File: src/rtl/solution_reader.sv
// rtl/solution_reader.sv - collects iterative solver sweeps and streams out the final sweep
module solution_reader #(
    parameter int N  = 16,
    parameter int DW = 32,
    parameter int IW = 8
) (
    input  logic                  clk_in,
    input  logic                  rst_in,
    input  logic                  start_in,
    input  logic [IW-1:0]         iter_in,
    input  logic                  x_valid_in,
    input  logic [DW-1:0]         x_in,
    input  logic                  out_ready_in,
    output logic                  out_valid_out,
    output logic [DW-1:0]         out_data_out,
    output logic [$clog2(N)-1:0]  out_index_out,
    output logic                  out_last_out,
    output logic                  busy_out,
    output logic                  done_out,
    output logic                  overrun_out
);
    localparam int AW = $clog2(N);
    localparam logic [AW-1:0] LAST = AW'(N - 1);

    typedef enum logic [1:0] {IDLE, COLLECT, DRAIN} state_t;

    state_t          state_q;
    logic [AW-1:0]   wr_idx_q;
    logic [AW-1:0]   rd_idx_q;
    logic [IW-1:0]   sweep_q;
    logic [IW-1:0]   sweep_d;
    logic [IW-1:0]   target_q;
    logic            done_q;
    logic            overrun_q;
    logic [DW-1:0]   buf_q [N];

    assign sweep_d = sweep_q + 1'b1;

    always_ff @(posedge clk_in) begin
        if (rst_in) begin
            state_q   <= IDLE;
            wr_idx_q  <= '0;
            rd_idx_q  <= '0;
            sweep_q   <= '0;
            target_q  <= IW'(1);
            done_q    <= 1'b0;
            overrun_q <= 1'b0;
        end else begin
            done_q <= 1'b0;
            case (state_q)
                IDLE: begin
                    if (start_in) begin
                        target_q  <= (iter_in == '0) ? IW'(1) : iter_in;
                        wr_idx_q  <= '0;
                        rd_idx_q  <= '0;
                        sweep_q   <= '0;
                        overrun_q <= 1'b0;
                        state_q   <= COLLECT;
                    end
                end
                COLLECT: begin
                    if (x_valid_in) begin
                        wr_idx_q <= (wr_idx_q == LAST) ? '0 : wr_idx_q + 1'b1;
                        // Only a completed sweep counts toward the target.
                        if (wr_idx_q == LAST) begin
                            sweep_q <= sweep_d;
                            if (sweep_d == target_q) begin
                                rd_idx_q <= '0;
                                state_q  <= DRAIN;
                            end
                        end
                    end
                end
                DRAIN: begin
                    if (x_valid_in) overrun_q <= 1'b1;
                    if (out_ready_in) begin
                        if (rd_idx_q == LAST) begin
                            done_q  <= 1'b1;
                            state_q <= IDLE;
                        end else begin
                            rd_idx_q <= rd_idx_q + 1'b1;
                        end
                    end
                end
                default: state_q <= IDLE;
            endcase
        end
    end

    // Buffer is deliberately not reset; its contents only matter once a full sweep lands.
    always_ff @(posedge clk_in) begin
        if (state_q == COLLECT && x_valid_in) buf_q[wr_idx_q] <= x_in;
    end

    assign out_valid_out = (state_q == DRAIN);
    assign out_data_out  = buf_q[rd_idx_q];
    assign out_index_out = out_valid_out ? rd_idx_q : '0;
    assign out_last_out  = out_valid_out && (rd_idx_q == LAST);
    assign busy_out      = (state_q != IDLE);
    assign done_out      = done_q;
    assign overrun_out   = overrun_q;
endmodule
File: config.mk
export PLATFORM = sky130hd
export DESIGN_NAME = solution_reader
export DESIGN_NICKNAME = d
export VERILOG_FILES = /design/src/rtl/solution_reader.sv
export SDC_FILE = /design/constraint.sdc
export NUM_CORES = 1
export LEC_CHECK = 0
export BUFFER_PORTS_ARGS = -buffer_cell sky130_fd_sc_hd__buf_2
export CAP_MARGIN = 20
export CORE_AREA = 2 2 182 184
export CTS_BUF_LIST = sky130_fd_sc_hd__clkbuf_4 sky130_fd_sc_hd__clkbuf_8 sky130_fd_sc_hd__clkbuf_16
export DETAILED_ROUTE_END_ITERATION = 8
export DIE_AREA = 0 0 184 186
export PLACE_DENSITY = 0.91
export SLEW_MARGIN = 30
export SYNTH_ARGS = -nofsm -noshare
export SYNTH_HDL_FRONTEND = slang
export SYNTH_SLANG_ARGS = --single-unit
File: constraint.sdc
create_clock -name clk_in -period 6.7 [get_ports clk_in]
set_clock_uncertainty 0.15 [all_clocks]
set_input_delay 0.335 -clock clk_in [delete_from_list [all_inputs] [get_ports clk_in]]
set_output_delay 0.335 -clock clk_in [all_outputs]
set_load 0.02 [all_outputs]
==> results.yml, run 1 <==
synthesis:
  seq_area_frac_synth: 0.763
  synth_fa_ha_area_frac: 0.00357
  synth_area_per_cell_um2: 22.0
  synth_edf_count: 512
  yosys_warnings: 0
  synthTopCellsByArea: "edfxtp_1 73%, mux4_2 17%, dfxtp_1 3.1%"
  synth_top_area_frac: 0.732
  ys_ff_latch: 544
  synth.net_count: 1005
  netlist_instances: 954
  yosysUniqueCellTypes: 49
  ys.flop_type: "edfxtp_1"
  yosys.area_share.simple: 0.0275
  synth_compound_area_frac: 0.0173
  synth_common_cells: "512 x edfxtp_1, 160 x mux4_2, 32 x dfxtp_1, 30 x nand2_1"
  synth_area_leader_cell: "edfxtp_1"
  synth-xor-area-share: 0.00459
  muxShareOfSynthArea: 0.173
  synth_top_family_by_area: "multiplexers"
  syn_area_um2: 21000
  synth_most_common_cell: "edfxtp_1"
  async_flop_share: 0
detailed_routing:
  wirelength_mm: 53.7
  drt_iter0_drc: 1519
  ant_nets: 0
  routedWlPerCell_um: 34.6
  route.detailed.drc: 0
  viasPerCell: 6.92
  first_pass_iters: 5
  via_count: 10740
timing:
  rsz0062_at_grt: "false"
  fin_ws_ps: 2570
  setup_violations: 0
  worstMarginPinSlew_ps: 829
  setup_tns_ps: 0
  max_freq_mhz: 242
  fin_crit_sh: 0.616
  slew_headroom: 0.447
  hold_viol: 0
  final_max_slew_viol_count: 0
  fin_crit_ps: 4130
clock_network:
  cts_root_buffer: "clkbuf_16"
  cts_buffers: 51
  post_cts_resized: 0
  clkLatencyLatePin_ps: 560
  cts_tree: "built"
  cts_max_level: 2
  cts.path.max_buffers: 3
  clk_pin_slew_ps: 70
  clkSinkCount: 544
min_path:
  hold_class: "in -> reg"
  hp-start: "x_in[2]"
  holdPathEnd: "buf_q[10][2]$_DFFE_PP_"
  holdPathStages: 1
final_layout:
  areaGrowthSynthToFinish_pct: 14.7
  final_net_count: 1152
  drive_gt1_frac: 0.329
power_and_ir_drop:
  worst_ir_drop_vdd_mv: 0.247
  p_leak_nw: 7.55
  power_density_nw_per_um2: 284
critical_path:
  cp_common_cell: "mux4_2"
  path_buf_inv: 2
  regToRegStartpoint: "sweep_q[0]$_SDFFE_PP0P_"
  r2r-end: "state_q[0]$_SDFFE_PP0P_"
  cp_top_family: "multiplexers"
  crit_required_ps: 6210
  ff2ff_setup_slack_ps: 3720
  crit_chain: "buf_4, mux4_2, mux4_2, buf_2"
  slowest_stage: "dfxtp_4"
  start_kind: "flip-flop"
  max_stage_delay_ps: 810
  crit_fanout: 39
  worstRegToRegCells: 7
  crit_arrival_ps: 3640
  end_kind: "output pin"
  crit_type: "reg -> out"
floorplanning:
  core_um2: 32200
  die_area_um2: 34200
  die_w_um: 184
  fp.dieH_um: 186
  io_pins: 86
  initial_core_util: 0.652
  rows: 66
grt:
  grt_max_degree: 72
  grt_first_pass_wirelength_mm: 76.3
  antenna_found_initial: 2
  grt_pass1_vias: 11147
  grt_util_all_layers: 0.323
  overflow: 0
place:
  globalplace.congestion: 0.800
  dp_hpwl_mm: 25.1
  numPortBuffers: 85
  post-place-ws_ps: 3220
outcome:
  outcome: "completed"
run:
  drv_cap: 0
## stage by stage
step	std cells	hold slack [ps]	cell area (um2)	total power [mW]	util
2_1_floorplan	954	284	21000	3.87	-
3_3_place_gp	1419	308	22000	3.93	0.683
3_5_place_dp	1419	313	22000	3.95	0.683
4_1_cts	1550	1.17	24100	6.86	0.747
5_1_grt	1551	13.2	24100	6.99	0.748
6_report	1552	11.3	24100	6.85	0.748
## worst max-delay path by stage
| stage | from | slack, ps | depth (start not counted) | end |
|---|---|---|---|---|
| floorplan | state_q[0]$_SDFFE_PP0P_ | 2930 | 5 | buf_q[3][0]$_DFFE_PP_ |
| global placement | flip-flop | 3330 | 4 | out_data_out[8] |
| detailed placement | flip-flop | 3220 | 4 | out_data_out[17] |
| CTS | flip-flop | 2490 | 4 | out_data_out[1] |
| global route | flip-flop | 2360 | 4 | out_data_out[1] |
| finish | flip-flop | 2570 | 4 | out_data_out[1] |
## where the power goes
part           total, mW  leakage, nW  switching (mW)  internal, mW
clock network       2.95        0.832            1.26          1.69
registers           3.74         4.87          0.0104          3.73
logic              0.159         1.85           0.105        0.0541
## cell families (layout without fill, tap and decap cells)
kind of cell,Yosys count,count (layout)
flip-flops,544,544
adder cells (fa/ha/maj),6,6
XOR/XNOR,11,11
AO/OA/AOI/OAI,57,57
multiplexers,162,162
other,0,1
AND/OR/NAND/NOR,117,117
buffers and inverters,57,246
## layout make-up
type / count / area [um2]
sequential: 544 / 16000
fill: 1673 / 8120
inverter: 8 / 30.0
clock buffer: 60 / 1360
clock inverter: 35 / 338
tap: 408 / 510
timing repair buffer: 143 / 976
multi-input combinational: 353 / 4840
antenna: 1 / 2.50
## metal layers
metal	GRT usage	up-vias	share of wire	routed length, um
met5	0	-	0.00032	17
met4	0.156	2	0.051	2720
met3	0.0585	167	0.079	4260
met2	0.565	681	0.53	28500
met1	0.395	5571	0.34	18100
li1	-	4319	-	-
## cell usage in the layout (no fill, tap or decap), types with 5 or more instances in the layout
master	Yosys	routed
edfxtp_1	512	512
buf_4	2	20
o21ai_0	14	14
buf_2	15	85
and2_1	7	7
bufinv_16	0	6
xor2_1	7	7
inv_1	8	7
nor3_1	11	7
dlygate4sd3_1	0	36
nor2_1	28	17
mux4_2	160	160
clkinv_1	0	12
clkbuf_4	0	8
clkinvlp_4	0	5
dfxtp_1	32	28
nand3_1	13	13
ha_1	6	6
nor2_4	0	11
nand2_1	30	30
nor4_1	5	5
clkbuf_16	0	52
a21oi_1	18	18
clkinv_2	0	10
## flip-flops by register name, summed over array words and instances, names as in the netlist, named ones only
| name | cells |
|---|---|
| buf_q | 512 |
| sweep_q | 8 |
| target_q | 8 |
| rd_idx_q | 4 |
| wr_idx_q | 4 |
| state_q | 2 |
| done_out | 1 |
| overrun_out | 1 |
## worst reg2reg max path, cell delays in order (launching register included)
cell           delay, ps
dfxtp_1              520
ha_1                 390
and3b_1              210
nor3_1                50
o31ai_1              320
o311a_1              480
a31oi_1              170
dlygate4sd3_1        590
## what timing repair did
action | CTS | global route
endpoints found under the setup margin | 0 | 0
hold buffers | 36 | 0
hold endpoints to repair | 369 | 0
setup buffers | 0 | 0
Note: power is estimated with default switching activity, not from simulation.
==> run 2: changes to the inputs <==
- CORE_AREA: 2 2 182 184 -> 2 2 199 201
- DIE_AREA: 0 0 184 186 -> 0 0 201 203
- PLACE_DENSITY: 0.91 -> 0.81
- clock period: 6.7 -> 3.45 ns (I/O delays scaled with it)
==> run 2 against run 1 <==
Net effect:
- final cell count is 9.1% higher
- die area is 19% higher
- cell area is 2.9% higher
- combinational power is 99% higher
- clock power is 100% higher
==> results.yml, run 2 (same netlist as run 1, synthesis figures left out) <==
final_layout:
  final_net_count: 1181
  design_area_um2: 24800
  final_common_cell: "edfxtp_1"
  top_regs: "buf_q: 512 flops, sweep_q: 8 flops, target_q: 8 flops"
  utilization: 0.644
  drive_gt1_frac: 0.334
  areaGrowthSynthToFinish_pct: 18.0
  fillerInstances: 2436
  final_cells: 1693
  largest_register_ff_count: 512
  top_register: "buf_q"
  final_cell_mix: "512 x edfxtp_1, 160 x mux4_2, 85 x buf_2"
detailed_routing:
  via_count: 10469
  route.detailed.drc: 0
  drt_iter0_drc: 1250
  viasPerCell: 6.18
  routedWlPerCell_um: 28.3
  wirelength_mm: 47.9
  ant_nets: 0
  first_pass_iters: 4
grt:
  grt_max_degree: 58
  grt_first_pass_wirelength_mm: 71.4
  antenna_found_initial: 2
  grt_util_all_layers: 0.243
  overflow: 0
  grt_pass1_vias: 11100
critical_path:
  slowest_stage: "dfxtp_4"
  start_kind: "flip-flop"
  crit_fanout: 18
  cp_top_family: "multiplexers"
  regToRegStartpoint: "sweep_q[0]$_SDFFE_PP0P_"
  crit_type: "reg -> out"
  ff2ff_setup_slack_ps: 530
  cp_common_cell: "mux4_2"
  crit_arrival_ps: 2940
  end_kind: "output pin"
  crit_required_ps: 3130
  worstRegToRegCells: 7
  crit_chain: "buf_12, buf_4, mux4_2, mux4_2, buf_2"
  path_buf_inv: 3
  max_stage_delay_ps: 610
  cp.depth: 5
  r2r-end: "state_q[0]$_SDFFE_PP0P_"
clock_network:
  cts_buffers: 52
  cts_max_level: 2
  post_cts_resized: 0
  clkSinkCount: 544
  cts_root_buffer: "clkbuf_16"
  cts.path.max_buffers: 3
  clkLatencyLatePin_ps: 580
  clk_pin_slew_ps: 60
  post_cts_buffers: 0
  cts_tree: "built"
power_and_ir_drop:
  switching_share: 0.196
  clkPwrFrac: 0.441
  p_sw_mw: 2.66
  cell_internal_pwr_mw: 10.9
  combPwrFrac: 0.023
  worst_ir_drop_vdd_mv: 0.366
  p_seq_frac: 0.536
  total_power_mw: 13.5
  power_density_nw_per_um2: 546
  p_leak_nw: 7.76
floorplanning:
  fp.dieH_um: 203
  initial_core_util: 0.546
  rows: 72
  core_um2: 38500
  io_pins: 86
  die_w_um: 201
  die_area_um2: 40800
timing:
  hold_ws_ps: 277
  setup_violations: 0
  fin_crit_ps: 3270
  setup_tns_ps: 0
  final_max_slew_viol_count: 0
  hold_viol: 0
  slew_headroom: 0.508
  rsz0062_at_grt: "false"
  max_freq_mhz: 306
  worstMarginPinSlew_ps: 738
  fin_crit_sh: 0.947
  fin_ws_ps: 184
min_path:
  holdPathEnd: "done_out$_SDFF_PP0_"
  holdPathStages: 4
  hp-start: "out_ready_in"
  hold_class: "in -> reg"
place:
  numPortBuffers: 85
  post-place-ws_ps: 776
  globalplace.congestion: 0.766
  dp_hpwl_mm: 23.5
  place_area_um2: 22400
  dp.cells: 1540
outcome:
  outcome: "completed"
run:
  drv_cap: 0
## run 2: cell types whose count changed in the layout (fill, tap and decap cells not counted), moves of 2 or more
cell           previous run  this run
buf_12                    2        16
clkbuf_16                52        54
buf_4                    20        16
clkinv_1                 12         8
dlygate4sd3_1            36        54
nor3_4                    0         4
bufinv_16                 6         8
nor3_2                    4         0
clkinv_4                  0         2
## run 2: worst max-delay path by stage
stage	startpoint	end
floorplan	state_q[0]$_SDFFE_PP0P_	buf_q[7][0]$_DFFE_PP_
global placement	flip-flop	out_data_out[23]
detailed placement	flip-flop	out_data_out[23]
CTS	flip-flop	out_data_out[16]
global route	flip-flop	out_data_out[23]
finish	flip-flop	out_data_out[12]
## run 2: layout make-up
type	count	area, um2	area share
Sequential cell	544	16000	0.646
Multi-Input combinational cell	353	4870	0.196
Clock buffer	62	1410	0.0569
Timing Repair Buffer	171	1410	0.0567
Tap cell	518	648	0.0261
Clock inverter	35	399	0.0161
Inverter	8	30.0	0.00121
Antenna cell	2	5.00	0.000202
## run 2: repair_timing
item / CTS / global route
endpoints found under the setup margin: 0 / 0
endpoints found under the hold margin: 536 / 0
hold buffers: 54 / 0
## run 2: power groups by stage
stage / Sequential, mW / Combinational (mW) / Clock [mW]
floorplan: 7.40 / 0.113 / 0
CTS: 7.26 / 0.314 / 6.05
global placement: 7.40 / 0.249 / 0
finish: 7.26 / 0.316 / 5.97
detailed placement: 7.40 / 0.261 / 0
global route: 7.26 / 0.343 / 6.27
## run 2: worst min-delay path: stages
cell	delay (ps)
dlygate4sd3_1	540
buf_2	130
nand2_1	70
nor3_1	50
## run 2: layer usage
metal  up-vias  wire [um]  global-route usage
met4         0       1250              0.0730
met2       522      24700               0.414
met1      5471      18000               0.316
li1       4384          -                   -
met5         -          0                   0
met3        92       3920              0.0567
==> run 3: changes to the inputs <==
- CELL_PAD_IN_SITES_DETAIL_PLACEMENT: not set -> 0
- CELL_PAD_IN_SITES_GLOBAL_PLACEMENT: not set -> 2
- CORE_AREA: 2 2 199 201 -> 2 2 312 160
- DIE_AREA: 0 0 201 203 -> 0 0 314 162
- PLACE_DENSITY: 0.81 -> 0.82
==> run 3 against run 2 <==
Net effect:
- clock-buffer cell count shrank 5
- combinational power grew 3%
- via count shrank 1.8%
- critical path depth shrank 1
- final cell count grew 6.7%
- sequential share of layout area grew 0.63 points
- utilization shrank 13 points
- die area grew 25%
- first-iteration DRC count grew 1.4%
- largest cell class unchanged
- non-clock buffer count shrank 3
- cell area shrank 0.97%
==> results.yml, run 3 (same netlist as run 1, synthesis figures left out) <==
grt:
  overflow: 0
  antenna_found_initial: 2
  grt_max_degree: 41
  grt_pass1_vias: 10351
  grt_util_all_layers: 0.185
  grt_first_pass_wirelength_mm: 68.8
min_path:
  holdPathStages: 4
  hp-start: "iter_in[0]"
  holdPathEnd: "target_q[0]$_SDFFE_PP1P_"
  hold_class: "in -> reg"
timing:
  fin_crit_sh: 0.923
  max_freq_mhz: 314
  final_max_slew_viol_count: 0
  slew_headroom: 0.497
  hold_viol: 0
  fin_crit_ps: 3190
  fin_ws_ps: 265
  rsz0062_at_grt: "false"
  worstMarginPinSlew_ps: 754
  setup_tns_ps: 0
  setup_violations: 0
power_and_ir_drop:
  p_sw_mw: 2.54
  clkPwrFrac: 0.411
  power_density_nw_per_um2: 524
  switching_share: 0.198
  worst_ir_drop_vdd_mv: 0.470
  combPwrFrac: 0.025
  p_leak_nw: 7.60
  p_seq_frac: 0.564
  cell_internal_pwr_mw: 10.3
floorplanning:
  die_w_um: 314
  fp.dieH_um: 162
  initial_core_util: 0.438
  core_um2: 48000
  die_area_um2: 50900
  rows: 57
  io_pins: 86
clock_network:
  clkLatencyLatePin_ps: 570
  cts.path.max_buffers: 3
  clkSinkCount: 544
  cts_tree: "built"
  cts_buffers: 47
  cts_max_level: 2
  clk_pin_slew_ps: 60
  post_cts_buffers: 0
  post_cts_resized: 0
  cts_root_buffer: "clkbuf_16"
detailed_routing:
  routedWlPerCell_um: 25.6
  route.detailed.drc: 0
  wirelength_mm: 46.2
  ant_nets: 0
  viasPerCell: 5.69
  via_count: 10277
  first_pass_iters: 5
  drt_iter0_drc: 1267
outcome:
  outcome: "completed"
critical_path:
  ff2ff_setup_slack_ps: 490
  start_kind: "flip-flop"
  end_kind: "output pin"
  crit_type: "reg -> out"
  crit_required_ps: 3130
  worstRegToRegCells: 6
  crit_fanout: 40
  r2r-end: "state_q[0]$_SDFFE_PP0P_"
  regToRegStartpoint: "sweep_q[0]$_SDFFE_PP0P_"
  crit_arrival_ps: 2860
final_layout:
  final_cell_mix: "512 x edfxtp_1, 160 x mux4_2, 85 x buf_2"
  top_register: "buf_q"
  drive_gt1_frac: 0.322
  largest_register_ff_count: 512
  fillerInstances: 3786
  areaGrowthSynthToFinish_pct: 16.9
  top_regs: "buf_q: 512 flops, sweep_q: 8 flops, target_q: 8 flops"
  final_common_cell: "edfxtp_1"
  final_net_count: 1173
place:
  numPortBuffers: 85
  post-place-ws_ps: 809
  globalplace.congestion: 0.798
  dp_hpwl_mm: 24.9
run:
  drv_cap: 0
-- run 3: metal layers --
| layer | track usage | wire length, um | up-vias |
|---|---|---|---|
| met5 | 0 | 11 | - |
| met4 | 0.0339 | 536 | 2 |
| met3 | 0.0369 | 3950 | 54 |
| met2 | 0.273 | 20600 | 452 |
| met1 | 0.290 | 21100 | 5420 |
| li1 | - | - | 4349 |
-- run 3: layout make-up --
type	count	area (um2)	share of cell area
multi-input cells	353	4870	0.198
clock buffers	57	1290	0.0524
inverters	8	30.0	0.00122
clock inverters	27	238	0.00968
flip-flops and latches	544	16000	0.653
repair buffers	168	1290	0.0526
well taps	649	812	0.0331
diodes	1	2.50	0.000102
-- run 3: power groups by stage --
stage                     sequential (mW)  combinational (mW)  clock, mW
after global placement               7.40               0.269          0
final                                7.26               0.324       5.28
after CTS                            7.26               0.326       5.40
after global routing                 7.26               0.358       5.64
after floorplan                      7.40               0.113          0
after detailed placement             7.40               0.277          0
-- run 3: worst max-delay path by stage --
| stage | depth (start not counted) | slack (ps) | endpoint |
|---|---|---|---|
| 3_5_place_dp | 4 | 810 | out_data_out[2] |
| 5_1_grt | 4 | 120 | out_data_out[2] |
| 3_3_place_gp | 4 | 830 | out_data_out[2] |
| 2_1_floorplan | 5 | 540 | buf_q[7][0]$_DFFE_PP_ |
| 4_1_cts | 4 | 190 | out_data_out[23] |
| 6_report | 4 | 260 | out_data_out[2] |
-- run 3: worst max-delay path, cell delays in order (launching register included) --
cell and delay (ps):
dfxtp_4 610, buf_12 350, mux4_2 570, mux4_2 510
buf_2 180
-- run 3: metrics by stage --
step / hold slack (ps) / instances / utilization / instance area [um2] / total power, mW
6_report: 274 / 1807 / 0.512 / 24600 / 12.9
4_1_cts: 259 / 1806 / 0.511 / 24500 / 13.0
3_3_place_gp: 273 / 1670 / 0.469 / 22500 / 7.67
2_1_floorplan: 121 / 954 / - / 21000 / 7.51
5_1_grt: 309 / 1807 / 0.512 / 24600 / 13.2
3_5_place_dp: 284 / 1670 / 0.469 / 22500 / 7.68
-- run 3: what timing repair did --
item | CTS | global route
setup endpoints to repair | 0 | 0
endpoints found under the hold margin | 532 | 0
hold buffers | 52 | 0
